### src/rtl/jk_cmd_driver.sv
`default_nettype none
// =============================================================================
// jk_cmd_driver - FIFO-buffered set/clear/toggle/hold player for a JK flop,
// with optional Q checker (JK_CMD_DRIVER_CHECK_EN).   Revision: 1.0
// =============================================================================
module jk_cmd_driver #(
  parameter int DEPTH = 4,
  parameter int LEN_W = 4,
  parameter int CNT_W = 8
) (
  input  logic                       clk,
  input  logic                       reset,
  input  logic                       cmd_valid,
  output logic                       cmd_ready,
  input  logic [1:0]                 cmd_op,
  input  logic [LEN_W-1:0]           cmd_len,
  output logic                       J,
  output logic                       K,
  input  logic                       q_in,
  output logic                       busy,
  output logic [$clog2(DEPTH+1)-1:0] level,
  output logic                       mismatch,
  output logic [CNT_W-1:0]           err_cnt
);

  localparam int PTR_W = $clog2(DEPTH);
  localparam int LVL_W = $clog2(DEPTH + 1);
  localparam int ENT_W = LEN_W + 2;

  typedef enum logic [0:0] {
    S_IDLE  = 1'b0,
    S_DRIVE = 1'b1
  } state_t;

  state_t             state, state_nxt;
  logic [ENT_W-1:0]   mem [DEPTH];
  logic [PTR_W-1:0]   wr_ptr, rd_ptr;
  logic [LEN_W-1:0]   remain, remain_nxt;
  logic               j_nxt, k_nxt;
  logic               push, pop;
  logic [1:0]         head_op;
  logic [LEN_W-1:0]   head_len;
  logic               have_cmd;

  assign cmd_ready = (level < LVL_W'(DEPTH));
  assign push      = cmd_valid && cmd_ready;
  assign have_cmd  = (level != '0);
  assign head_op   = mem[rd_ptr][ENT_W-1:LEN_W];
  assign head_len  = mem[rd_ptr][LEN_W-1:0];
  assign busy      = (state == S_DRIVE) || have_cmd;

  // Storage carries no reset; only the pointers and level define validity.
  always_ff @(posedge clk) begin
    if (push) begin
      mem[wr_ptr] <= {cmd_op, cmd_len};
    end
  end

  always_ff @(posedge clk or posedge reset) begin
    if (reset) begin
      wr_ptr <= '0;
      rd_ptr <= '0;
      level  <= '0;
    end else begin
      if (push) begin
        wr_ptr <= wr_ptr + PTR_W'(1);
      end
      if (pop) begin
        rd_ptr <= rd_ptr + PTR_W'(1);
      end
      if (push && !pop) begin
        level <= level + LVL_W'(1);
      end else if (pop && !push) begin
        level <= level - LVL_W'(1);
      end
    end
  end

  always_ff @(posedge clk or posedge reset) begin
    if (reset) begin
      state  <= S_IDLE;
      J      <= 1'b0;
      K      <= 1'b0;
      remain <= '0;
    end else begin
      state  <= state_nxt;
      J      <= j_nxt;
      K      <= k_nxt;
      remain <= remain_nxt;
    end
  end

  always_comb begin
    state_nxt  = state;
    j_nxt      = J;
    k_nxt      = K;
    remain_nxt = remain;
    pop        = 1'b0;
    case (state)
      S_IDLE: begin
        j_nxt = 1'b0;
        k_nxt = 1'b0;
        if (have_cmd) begin
          pop            = 1'b1;
          {j_nxt, k_nxt} = head_op;
          remain_nxt     = head_len;
          state_nxt      = S_DRIVE;
        end
      end
      S_DRIVE: begin
        if (remain != '0) begin
          remain_nxt = remain - LEN_W'(1);
        end else if (have_cmd) begin
          // Chain straight into the next command with no gap cycle.
          pop            = 1'b1;
          {j_nxt, k_nxt} = head_op;
          remain_nxt     = head_len;
        end else begin
          j_nxt     = 1'b0;
          k_nxt     = 1'b0;
          state_nxt = S_IDLE;
        end
      end
      default: begin
        j_nxt     = 1'b0;
        k_nxt     = 1'b0;
        state_nxt = S_IDLE;
      end
    endcase
  end

`ifdef JK_CMD_DRIVER_CHECK_EN
  logic exp_q;

  // exp is compared with the flop's Q before it advances from this cycle's J/K.
  always_ff @(posedge clk or posedge reset) begin
    if (reset) begin
      exp_q    <= 1'b0;
      mismatch <= 1'b0;
      err_cnt  <= '0;
    end else begin
      if (q_in != exp_q) begin
        mismatch <= 1'b1;
        if (err_cnt != '1) begin
          err_cnt <= err_cnt + CNT_W'(1);
        end
      end
      case ({J, K})
        2'b01:   exp_q <= 1'b0;
        2'b10:   exp_q <= 1'b1;
        2'b11:   exp_q <= ~exp_q;
        default: exp_q <= exp_q;
      endcase
    end
  end
`else
  logic unused_q_in;
  assign unused_q_in = q_in;
  assign mismatch    = 1'b0;
  assign err_cnt     = '0;
`endif

endmodule
`default_nettype wire
### config.mk
export PLATFORM = sky130hd
export DESIGN_NAME = jk_cmd_driver
export DESIGN_NICKNAME = d
export VERILOG_FILES = /design/src/rtl/jk_cmd_driver.sv
export SDC_FILE = /design/constraint.sdc
export NUM_CORES = 1
export LEC_CHECK = 0
export CAP_MARGIN = 20
export CORE_UTILIZATION = 55
export CTS_CLUSTER_DIAMETER = 40
export CTS_CLUSTER_SIZE = 24
export DETAILED_ROUTE_END_ITERATION = 10
export HOLD_SLACK_MARGIN = 0.08
export PLACE_DENSITY = 0.92
export SYNTH_ARGS = -nofsm -noshare
export SYNTH_HDL_FRONTEND = slang
export SYNTH_SLANG_ARGS = --single-unit
### constraint.sdc
create_clock -name clk -period 4.55 [get_ports clk]
set_input_delay 0.6825 -clock clk [delete_from_list [all_inputs] [get_ports clk]]
set_output_delay 0.6825 -clock clk [all_outputs]
set_load 0.05 [all_outputs]
## Word-level counts from Yosys, hierarchy flattened

Memories as Yosys holds them, arrays and structs flattened.
Cells that the tools add are included.

- Register bits: 14
- Output and inout bits: 16
- Bits of input ports: 10
- Logic and storage cells: 43
- Memory bits (writable): 24
- Memories: 1

- $add $sub $neg: 5
- Bitwise logic cells: 1
- Magnitude comparators: 1
- Multiplexer cells: 18
- Reduce and logical (&&, ||, !) cells: 9
- Equality and inequality tests: 1

Memory list:

| memory | words | bits a word | read ports | clocked after memory_dff | write ports | RTL line | text |
|---|---|---|---|---|---|---|---|
| mem | 4 | 6 | 1 | 0 | 1 | 36 | `logic [ENT_W-1:0] mem [DEPTH];` |

Operator list:

| cell | number |
|---|---|
| 1-bit 2-to-1 mux | 9 |
| 4-bit 2-to-1 mux | 2 |
| 1-bit case mux with 2 select lines | 4 |
| 4-bit case mux with 2 select lines | 1 |
| 3-bit 2-to-1 mux | 2 |
| 2-bit by 1-bit adder with 2-bit output, second input constant | 2 |
| 4-bit nonzero test | 1 |
| 4-bit by 1-bit subtractor with 4-bit output, second input constant | 1 |
| 3-bit by 1-bit adder with 3-bit output, second input constant | 1 |
| 1-bit logical AND | 3 |
| 3-bit < comparator, second input constant | 1 |
| 3-bit nonzero test | 1 |
| 3-bit by 1-bit subtractor with 3-bit output, second input constant | 1 |
| 1-bit logical NOT | 2 |
| 2-bit inequality test, second input constant | 1 |
| 2-bit nonzero test | 1 |
| 1-bit logical OR | 1 |
| 1-bit inverter | 1 |

## Logic depth before layout (Yosys ltp)

Gate-level depths: netlist of the first run.

- Word-level depth: 7
- Mapped depth: 11
- Gate-level depth less buffers: 11

## Worst setup path after synthesis of the first run

No wires, ideal clock.

- Path type: reg2reg
- Start point: reg remain[0]
- End point: reg level[1]
- Data required time: 4.425 ns
- Library setup time: 0.125 ns
- Path buffers: 0
- Setup slack: 2.224 ns
- Stages on the path, launching flop included: 10
- Period minus slack after synthesis: 2.326 ns
- Arrival: 2.201 ns
- Cell sequence: dfrtp_1 -> inv_1 -> ha_1 -> or3b_4 -> a21oi_2 -> inv_2 -> ha_1 -> inv_1 -> fa_1 -> mux2_2

- Longest elaborated chain between the ends: 6
- Elaborated cells on any way between the ends: 8
- Those cells by class: mux: 3; reduce/logical: 5

Ends and longest elaborated chain:

| item | RTL line | text |
|---|---|---|
| start, declared | 38 | `logic [LEN_W-1:0] remain, remain_nxt;` |
| start signal, assigned | 89 | `remain <= remain_nxt;` |
| 4-bit nonzero test (*) | 111 | `if (remain != '0) begin` |
| 1-bit 2-to-1 mux (*) | 111 |  |
| 1-bit case mux with 2 select lines (*) | 99 | `case (state)` |
| 1-bit logical NOT | 71 | `if (push && !pop) begin` |
| 1-bit logical AND | 71 |  |
| 3-bit 2-to-1 mux / 2-bit nonzero test (equally long branches) | -- |  |
| end signal, assigned | 72 | `level <= level + LVL_W'(1);` |
| end signal, assigned | 74 | `level <= level - LVL_W'(1);` |
| end, declared | 21 | `output logic [$clog2(DEPTH+1)-1:0] level,` |

Every way passes the cells marked *; elsewhere a longest branch is shown, timed or not.
A chain may end at the register's enable or synchronous reset.

## Worst setup path in the final report of the first run

- Start point: reg level[0]
- End point: out busy

- Longest elaborated chain between the ends: 2

Ends and longest elaborated chain:

| item | RTL line | text |
|---|---|---|
| 3-bit nonzero test | 47 | `assign have_cmd = (level != '0);` |
| 1-bit logical OR | 50 | `assign busy = (state == S_DRIVE) \|\| have_cmd;` |
| end, declared | 20 | `output logic busy,` |

No other way between the ends.

==> results of run 1 <==
[stage by stage]
stage / instance area [sq um] / setup WS [ps] / utilization / std cells / power [uW]
after global routing: 1930 / 1630 / 0.678 / 161 / 1350
after global placement: 1850 / 1880 / 0.648 / 153 / 1020
after floorplan: 1750 / 2220 / - / 120 / 931
after detailed placement: 1850 / 1820 / 0.648 / 153 / 1050
final: 1930 / 1790 / 0.678 / 161 / 1280
after CTS: 1930 / 1770 / 0.678 / 161 / 1290
[layer usage]
metal  up-vias  track usage  part of all wire  wire length [um]
met3         5       0.0781             0.042               111
met2        33        0.305              0.53              1380
met4         0       0.0782             0.016                42
li1        418            -                 -                 -
met5         -            0                 0                 0
met1       432        0.245              0.42              1090
[worst paths after layout]
| kind | start | endpoint | slack, ps | depth (start not counted) |
|---|---|---|---|---|
| setup / recovery | level[0] | busy | 1790 | 3 |
| hold / removal | K | K | 530 | 1 |
| setup reg to reg | remain[0] | level[1] | 1980 | 9 |
| hold reg to reg | K | K | 530 | 1 |
| max in group asynchronous | reset | state | 3470 | 2 |
| min in group asynchronous | reset | rd_ptr[1] | 710 | 2 |
[flip-flops by register name, indices dropped and copies added (netlist names)]
name    count
rd_ptr      2
wr_ptr      2
mem        24
J           1
state       1
level       3
K           1
remain      4
[logic make-up after synthesis]
logic type | after synthesis | synth area share
adders and majority gates | 8 | 0.0625
and+or+nand+nor | 20 | 0.0647
buffers and inverters | 21 | 0.0705
AOI/OAI and AO/OA | 9 | 0.0465
other | 1 | 0.00218
DFF | 38 | 0.623
xor gates and xnor gates | 6 | 0.0305
muxes | 9 | 0.100
[final cells by class]
cell class / instances / area (sq um) / share of cell area
clock buffer: 7 / 55.1 / 0.0285
tap: 31 / 38.8 / 0.0201
clock inverter: 1 / 30.0 / 0.0155
timing repair buffer: 15 / 150 / 0.0777
inverter: 8 / 30.0 / 0.0155
multi-input combinational: 61 / 558 / 0.289
sequential: 38 / 1070 / 0.554
[power groups by stage]
stage	Combinational, uW	Sequential, uW	Clock, uW
4_1_cts	495	549	243
3_3_place_gp	474	547	0
6_report	492	547	236
3_5_place_dp	492	557	0
2_1_floorplan	341	590	0
5_1_grt	531	564	256
[worst max-delay path, delay by kind of cell, from the launching register on]
kind / cells / cell delay [ps]
simple gates: 2 / 570
flops: 1 / 450
buf+inv: 1 / 710
[placed cells by master, fill, tap and decap left out]
master,netlist,final
xnor2_1,4,4
a21oi_2,1,1
o221a_1,1,1
inv_1,7,7
clkdlybuf4s50_1,0,15
nand2_1,5,5
a21oi_1,1,1
mux2_2,2,2
a22oi_1,1,1
or3b_4,1,1
conb_1,1,9
clkbuf_4,0,5
ha_1,7,7
nor2_1,1,1
nand3_1,2,2
nor2b_1,1,1
a22o_2,2,2
a221o_2,1,1
or3_1,1,1
nand2b_1,1,1
xor2_1,2,2
fa_1,1,1
and2_4,1,1
mux4_2,6,6
inv_2,1,1
bufinv_16,0,1
nor3_1,3,3
o221a_2,1,1
and2_1,4,4
clkbuf_8,0,1
mux2_4,1,1
o21ai_0,1,1
edfxtp_1,24,24
dfrtp_1,14,14
clkbuf_1,1,1
==> out/qor.yml, run 1 <==
grt:
  gr-usage-all-layers: 0.195
  grt-ovfl-total: 0
  grt_max_degree: 15
  grt_pass1_vias: 918
  antenna_found_initial: 0
  grt_pass1_wl_um: 4490
power:
  p_clk_frac: 0.185
  vdd_drop_max_uv: 321
  leakagePower_uw: 0.000749
  switching_power_uw: 457
  power_density_nw_per_um2: 660
  power_frac_comb: 0.386
  netSwitchingFraction: 0.358
  seqPwrFrac: 0.429
  p_int_uw: 819
timing:
  hold_viol: 0
  whs_ps: 526
  relSlewSlack: 0.644
  fin_skew_ps: 11.0
  drv_slew: 0
  tightest_slew_ps: 534
  period_share: 0.606
  tns_ps: 0
  clock.fmax_mhz: 363
  fin_crit_ps: 2760
  rsz0062_at_grt: "false"
  setup_viol: 0
floorplanning:
  ios: 26
  dieHeight_um: 57.9
  row_count: 19
  coreArea_sq_um: 2850
  die_w_um: 57.9
  initial_utilization: 0.603
  die_area_sq_um: 3360
layout:
  area_growth_syn_to_layout_pct: 12.4
  finalNetCount: 147
  num_antenna_cells: 0
  final_layout_size_suffix_gt1_frac: 0.185
  fill_cells: 192
clock_tree:
  clk_latency_ps: 340
  root_buffer: "clkbuf_4"
  post_cts_buffers: 0
  htreeDepth: 2
  cts_buffers: 5
  clk_transition_reported_paths_ps: 110
  clock-sinks: 38
  clockBufferDepth: 2
  postCtsResizedCells: 0
  cts_hold_buf: 0
  cts_tree: "yes"
placement:
  place_congestion: 0.755
  io_buffers: 15
  place_hpwl_um: 1900
drt:
  wl_per_cell_um: 16.3
  wirelength_um: 2630
  num_vias: 888
  avgViaCountPerCell: 5.52
  drtAntennaViolNets: 0
  drt_first_iter_violations: 19
  remaining_drc_errors: 3
  dr.pass1.iters: 10
yosys:
  ys_seq_area_frac: 0.623
  synthTopCellsByArea: "edfxtp_1 (42%), dfrtp_1 (20%), mux4_2 (7.9%)"
  yosysUniqueCellTypes: 35
  ys_warn_count: 0
  ys_seq_elements: 38
  synthTopCellsByCount: "edfxtp_1 (24), dfrtp_1 (14), buf_4 (9), ha_1 (7), inv_1 (7)"
  ys.flop_type: "edfxtp_1"
  ys_async_sr_fraction: 0.368
  synth_top_cell_area_share: 0.419
  yosysMostFrequentCell: "edfxtp_1"
  syn_inst: 112
  synth_edf_count: 24
  avgSynthCellArea_sq_um: 15.4
  synth_area_sq_um: 1720
  synth_largest_area_cell: "edfxtp_1"
worst_setup_path:
  cp.arrival_ps: 2070
  crit_type: "reg2out"
  cp_slowest_cell: "clkdlybuf4s50_1"
  critPathRequiredTime_ps: 3870
  end_kind: "output pin"
  slowest_delay_ps: 710
  critPathLaunchType: "register"
  path_cells: "nor3_1 -> nand2b_1 -> clkdlybuf4s50_1"
  crit_fanout: 5
job:
  drv_cap: 0
run_status:
  violations: "design-rule violations"
  outcome: "finished, violations left"
worst_hold_path:
  hp-class: "reg2reg"
Power figures use the tool's default switching activity.
==> run 2, diff against run 1 <==
--- a/config.mk
+++ b/config.mk
@@ -6,12 +6,12 @@
 export NUM_CORES = 1
 export LEC_CHECK = 0
 export CAP_MARGIN = 20
-export CORE_UTILIZATION = 55
+export CORE_UTILIZATION = 48
 export CTS_CLUSTER_DIAMETER = 40
 export CTS_CLUSTER_SIZE = 24
 export DETAILED_ROUTE_END_ITERATION = 10
 export HOLD_SLACK_MARGIN = 0.08
-export PLACE_DENSITY = 0.92
+export PLACE_DENSITY = 0.86
 export SYNTH_ARGS = -nofsm -noshare
 export SYNTH_HDL_FRONTEND = slang
 export SYNTH_SLANG_ARGS = --single-unit
==> constraint.sdc (replaced) <==
create_clock -name clk -period 2.4 [get_ports clk]
set_input_delay 0.36 -clock clk [delete_from_list [all_inputs] [get_ports clk]]
set_output_delay 0.36 -clock clk [all_outputs]
set_load 0.05 [all_outputs]
==> run 2 against run 1 <==
  * Largest cell class unchanged
  * Power increased by 92%
  * Combinational power up 97%
  * Worst hold slack worse by 170 ps
  * Routed wire length fell by 6.2%
  * Setup slack got worse by 1700 ps
  * First-iteration DRC count decreased by 32%
  * Critical path depth grew 6
  * Global-route usage shrank 3.3 points
  * Critical path type is now reg2reg
  * The flow now finishes without violations
  * Final cell count is 12% higher
  * Non-clock buffer count up 4
  * Core utilization down 9.1 points
  * Sequential power grew 88%
==> out/qor.yml, run 2 (synthesis results as in run 1) <==
run_status:
  outcome: "finished, final reports clean"
layout:
  largest_register_ffs: 24  # unchanged
  reg_top3: "mem: 24 flops, remain: 4 flops, level: 3 flops"
  num_antenna_cells: 0  # unchanged
  final_common_cell: "edfxtp_1"
  area_growth_syn_to_layout_pct: 15.6
  final_area_sq_um: 1990  # +2.9%
  fill_cells: 263  # +37%
  finalNetCount: 151  # +2.7%
  final_layout_size_suffix_gt1_frac: 0.216  # +0.0318
  largest-register: "mem"
  mostFrequentLayoutCells: "edfxtp_1 (24), clkdlybuf4s50_1 (15), dfrtp_1 (14)"
worst_setup_path:
  critPathRequiredTime_ps: 2630  # -1240 ps
  cp.arrival_ps: 2520  # +450 ps
  crit_type: "reg2reg"
  crit_fanout: 4  # -1
  critPathLaunchType: "register"
  end_kind: "register"
timing:
  drv_slew: 0  # unchanged
  tns_ps: 0  # unchanged
  setup_viol: 0  # unchanged
  whs_ps: 357  # -169 ps
  relSlewSlack: 0.638  # -0.00538
  rsz0062_at_grt: "false"
  tightest_slew_ps: 542  # +8.06 ps
  hold_viol: 0  # unchanged
  fin_crit_ps: 2290
  clock.fmax_mhz: 436
  fin_skew_ps: 4.02  # -6.98 ps
  period_share: 0.956
drt:
  drtAntennaViolNets: 0  # unchanged
  drt_first_iter_violations: 13  # -6
  dr.pass1.iters: 4  # -6
  avgViaCountPerCell: 4.88  # -12%
  remaining_drc_errors: 0  # -3
  wl_per_cell_um: 13.7  # -16%
  wirelength_um: 2460  # -6.2%
  num_vias: 878  # -1.1%
placement:
  placed_cell_area_sq_um: 1890  # +2.2%
  place_hpwl_um: 1860  # -2.3%
  place_congestion: 0.828  # +9.7%
  io_buffers: 15  # unchanged
power:
  power_density_nw_per_um2: 1230  # +86%
  leakagePower_uw: 0.000769  # +2.7%
  vdd_drop_max_uv: 576  # +79%
floorplanning:
  coreArea_sq_um: 3390  # +19%
  ios: 26  # unchanged
  dieHeight_um: 61.9  # +6.8%
  die_area_sq_um: 3830  # +14%
  die_w_um: 61.9  # +6.8%
  row_count: 21  # +2
  initial_utilization: 0.508  # -0.0955
grt:
  gr-usage-all-layers: 0.162  # -0.0333
  antenna_found_initial: 0  # unchanged
  grt_pass1_wl_um: 4100  # -8.8%
  grt_pass1_vias: 902  # -1.7%
  grt_max_degree: 15  # unchanged
  grt-ovfl-total: 0  # unchanged
clock_tree:
  clockBufferDepth: 2  # unchanged
  cts_buffers: 5  # unchanged
  clock-sinks: 38  # unchanged
  htreeDepth: 2  # unchanged
  cts_tree: "yes"
  clk_latency_ps: 330  # about the same
  root_buffer: "clkbuf_4"
  clk_transition_reported_paths_ps: 100  # about the same
worst_hold_path:
  hp-class: "in2async"
job:
  drv_cap: 0  # unchanged
run 2: changes by cell type in the layout (fill, tap and decap cells not counted), sizes merged:
cell  previous run  this run
buf              0         4
run 2: worst max-delay path, cell delays in order (launching register included):
cell	delay [ps]
dfrtp_1	400
inv_2	90
ha_1	140
or3b_4	400
a21oi_4	140
inv_2	60
ha_1	200
inv_1	70
fa_1	400
mux2_2	270
run 2: worst paths after layout:
path                                 from   endpoint  slack (ps)  cells past startpoint
min in group clk                        K          K         510                      1
max in group asynchronous           reset  remain[2]        1690                      2
worst max-delay path            remain[0]   level[1]         110                      9
worst min register to register          K          K         510                      1
worst max register to register  remain[0]   level[1]         110                      9
worst min-delay path                reset  wr_ptr[0]         360                      2
run 2: what timing repair did:
action,in CTS,in global routing
buffers inserted,0,1
pin swaps,0,1
endpoints found under the setup margin,1,1
hold buffers,0,0
gates resized for setup,1,1
run 2: layout make-up:
type / count / area (sq um) / share of cell area
clock inverter: 1 / 30.0 / 0.0151
timing repair buffer: 19 / 180 / 0.0906
clock buffer: 7 / 55.1 / 0.0277
sequential: 38 / 1070 / 0.538
inverter: 8 / 30.0 / 0.0151
multi-input combinational: 61 / 566 / 0.284
tap: 46 / 57.6 / 0.0289
run 2: power breakdown:
group | total [uW] | switching [uW] | internal [uW]
Combinational | 971 | 510 | 461
Clock | 441 | 192 | 249
Sequential | 1030 | 158 | 875
run 2: per-layer routing:
layer  global-route usage  up-vias  share of wire
li1                     -      425              -
met1                0.180      422           0.41
met2                0.270       25           0.53
met3               0.0580        6          0.043
met4               0.0921        0          0.019
met5                    0        -              0
run 2: metrics by stage:
| stage | instances | total power (uW) | setup slack, ps | utilization |
|---|---|---|---|---|
| after global placement | 171 | 1960 | 131 | 0.557 |
| after floorplan | 120 | 1760 | 74.0 | - |
| final | 180 | 2450 | 107 | 0.587 |
| after detailed placement | 171 | 2010 | 20.6 | 0.557 |
| after global routing | 180 | 2600 | 19.9 | 0.587 |
| after CTS | 179 | 2450 | 46.4 | 0.583 |
==> run 3, diff against run 2 <==
--- a/config.mk
+++ b/config.mk
@@ -10,6 +10,7 @@
 export CTS_CLUSTER_DIAMETER = 40
 export CTS_CLUSTER_SIZE = 24
 export DETAILED_ROUTE_END_ITERATION = 10
+export GPL_ROUTABILITY_DRIVEN = 0
 export HOLD_SLACK_MARGIN = 0.08
 export PLACE_DENSITY = 0.86
 export SYNTH_ARGS = -nofsm -noshare
==> results of run 3 <==
No change in the layout: final DEF, timing and power equal those of run 2.
==> RTL change: new RTL, settings of run 3 <==
Register the output `level` once more, cleared by the reset; this adds one clock of latency there. The other outputs are not delayed to match.
--- a/src/rtl/jk_cmd_driver.sv
+++ b/src/rtl/jk_cmd_driver.sv
@@ -33,4 +33,6 @@
   } state_t;
 
+  logic [$clog2(DEPTH+1)-1:0] level_s0;
+
   state_t             state, state_nxt;
   logic [ENT_W-1:0]   mem [DEPTH];
@@ -43,7 +45,7 @@
   logic               have_cmd;
 
-  assign cmd_ready = (level < LVL_W'(DEPTH));
+  assign cmd_ready = (level_s0 < LVL_W'(DEPTH));
   assign push      = cmd_valid && cmd_ready;
-  assign have_cmd  = (level != '0);
+  assign have_cmd  = (level_s0 != '0);
   assign head_op   = mem[rd_ptr][ENT_W-1:LEN_W];
   assign head_len  = mem[rd_ptr][LEN_W-1:0];
@@ -61,5 +63,5 @@
       wr_ptr <= '0;
       rd_ptr <= '0;
-      level  <= '0;
+      level_s0 <= '0;
     end else begin
       if (push) begin
@@ -70,7 +72,7 @@
       end
       if (push && !pop) begin
-        level <= level + LVL_W'(1);
+        level_s0 <= level_s0 + LVL_W'(1);
       end else if (pop && !push) begin
-        level <= level - LVL_W'(1);
+        level_s0 <= level_s0 - LVL_W'(1);
       end
     end
@@ -161,4 +163,12 @@
 `endif
 
+  always_ff @(posedge clk or posedge reset) begin
+    if (reset) begin
+      level <= '0;
+    end else begin
+      level <= level_s0;
+    end
+  end
+
 endmodule
 `default_nettype wire
Check against the original RTL: not equivalent (a bounded check fails within 4 cycles, from zero or initial values and one cycle with reset high).
==> RTL change against run 3 <==
- sequential power is 9% higher
- total power rose by 9.9%
- sequential cell count is 3 higher
- sequential share of layout area is 0.36 points higher
- largest cell class unchanged
- design area increased by 6.3%
- routed wire length up 7.3%
- highest routed layer unchanged
- synthesized area grew 4.4%
- combinational power grew 6%
- non-clock buffer count is 2 higher
- largest power group unchanged
- hold slack better by 0.10 ns
- setup slack lost 0.035 ns
- critical path depth is the same
==> RTL change: results (changes against run 3) <==
Place
  – Dpl ws: 0.008240 ns (-0.01236 ns)
  – Placed instance count: 174 (+1.8%)
  – Post-DP HPWL: 1.909 mm (+2.9%)
  – Port Buffer Count: 15 (unchanged)

Synthesis
  – Async S/R FF share, synth: 0.4146 (+0.04621)
  – Share of the yosys chip area belonging to registers: 0.6383 (+0.01578)
  – Most frequent cells after synthesis: edfxtp_1 (24), dfrtp_1 (17), buf_4 (9)
  – Number of synthesized register bits: 41 (+7.9%)
  – YS warnings: 0 (unchanged)
  – Ys flop type: edfxtp_1
  – Unique masters post-synth: 35 (unchanged)
  – Dominant cells by area after synthesis: edfxtp_1 (40%), dfrtp_1 (24%), mux4_2 (7.5%), ha_1 (4.9%), buf_4 (3.8%)
  – Mapped Cells: 115 (+2.7%)

Routing
  – Drt wl/cell: 14.29 µm (+4.4%)
  – Initial DRC count: 28 (+15)
  – Routed wire length: 2.644 mm (+7.3%)
  – DR vias/cell: 5.081 (+4.2%)
  – Drt pass-1 iters: 4 (unchanged)

Layout
  – Biggest register: mem
  – Final nets: 156 (+3.3%)
  – Layout cells sized above 1: 0.2518 (+0.03538)
  – Ant diodes: 0 (unchanged)
  – Largest regs: mem x24, remain x4
  – Filler cell count: 265 (+0.76%)

Status
  – Status: finished clean

Worst hold path
  – Hold Path Class: input pin to async pin

Clocking
  – CTS clk-pin slew, worst paths: 0.08 ns (-0.02 ns)
  – CTS buffer count: 5 (unchanged)
  – Clk root buf: clkbuf_8
  – Worst skew pair latency: 0.29 ns (-0.04 ns)
  – Htree depth: 2 (unchanged)

GRT
  – Met2 usage: 0.2634 (-0.006912)
  – Grt met3 use: 0.03623 (-0.02174)
  – First-pass GRT wire length: 4.629 mm (+13%)
  – GRT Total Usage: 0.1625 (+0.0006116)
  – Vias in the first global route: 958 (+6.2%)
  – Global-route track usage on met1: 0.1975 (+0.01749)
  – Largest net degree at the start of global routing: 18 (+3)
  – Antenna violations before repair: 0 (unchanged)

Power
  – Worst VDD drop: 0.6185 mV (+7.5%)
  – Leak: 0.8197 nW (+6.6%)

Setup path
  – Worst stage delay on the critical path: 0.41 ns
  – CP max FO: 4 (unchanged)
  – Crit-path leading delay family: adder cells
  – Worst path slowest cell: fa_1
  – CP arrival: 2.50 ns (-0.02 ns)

Timing
  – Clk_skew: 0.003504 ns (-0.0005189 ns)
  – Max_slew headroom: 0.5602 (-0.07795)
  – Final max-slew violation count: 0 (unchanged)
## RTL change: final cells by class
type	count	area, µm²	area share
timing repair buffer	21	195.2	0.09231
tap	46	57.56	0.02722
clock inverter	3	46.29	0.02189
inverter	8	30.03	0.01420
multi-input combinational	61	570.5	0.2698
sequential	41	1146	0.5420
clock buffer	5	68.82	0.03254
## RTL change: worst register-to-register path: cells and delay by family, from the launching register on
family	cells	cell delay (ns)
adder cells (fa/ha/maj)	3	0.77
flip-flops	1	0.40
AND/OR/NAND/NOR	1	0.40
multiplexers	1	0.27
buffers and inverters	3	0.21
AO/OA/AOI/OAI	1	0.15
## RTL change: kinds of logic (layout without fill, tap and decap cells)
group           Yosys count  count (layout)  share of synthesized area
simple gates             20              20                    0.06202
xor+xnor                  6               6                    0.02927
mux                       9               9                    0.09616
other cells               1               9                   0.002089
flops                    41              41                     0.6383
buf+inv                  21              37                    0.06759
fa+ha+maj                 8               8                    0.05993
compound gates            9               9                    0.04460
## RTL change: repair_timing
item	in CTS	in global routing
gates cloned	0	0
endpoints found under the setup margin	1	1
resized for setup	1	4
setup buffers	0	3
hold buffers	0	0
pin swaps	0	2
## RTL change: report_power, final
group	leakage [nW]	internal (mW)	switching [mW]	total, mW
combinational	0.351	0.490	0.535	1.03
clock	0.0543	0.311	0.234	0.545
sequential	0.414	0.951	0.166	1.12
total	0.820	1.75	0.935	2.69
## RTL change: final timing paths
path | slack, ns | cells after the start | start | to
max | 0.07 | 9 | remain[0]$_DFF_PP0_ | level_s0[1]$_DFFE_PP0P_
min | 0.46 | 2 | reset | remain[2]$_DFF_PP0_
max reg2reg | 0.07 | 9 | remain[0]$_DFF_PP0_ | level_s0[1]$_DFFE_PP0P_
min reg2reg | 0.46 | 0 | level_s0[2]$_DFFE_PP0P_ | level[2]$_DFF_PP0_
max in group asynchronous | 1.52 | 2 | reset | wr_ptr[1]$_DFFE_PP0P_
min in group clk | 0.46 | 0 | level_s0[2]$_DFFE_PP0P_ | level[2]$_DFF_PP0_
## RTL change: metal layers
metal,share of wire,vias to the layer above
met2,0.53,23
met4,0.025,0
met5,0,-
li1,-,439
met1,0.41,470
met3,0.033,8
## RTL change: stage by stage
step                      power [mW]  instance area [µm²]
after floorplan                1.848                 1826
after global placement         2.041                 1964
after detailed placement       2.105                 1964
after CTS                      2.661                 2079
after global routing           2.840                 2115
final                          2.687                 2115
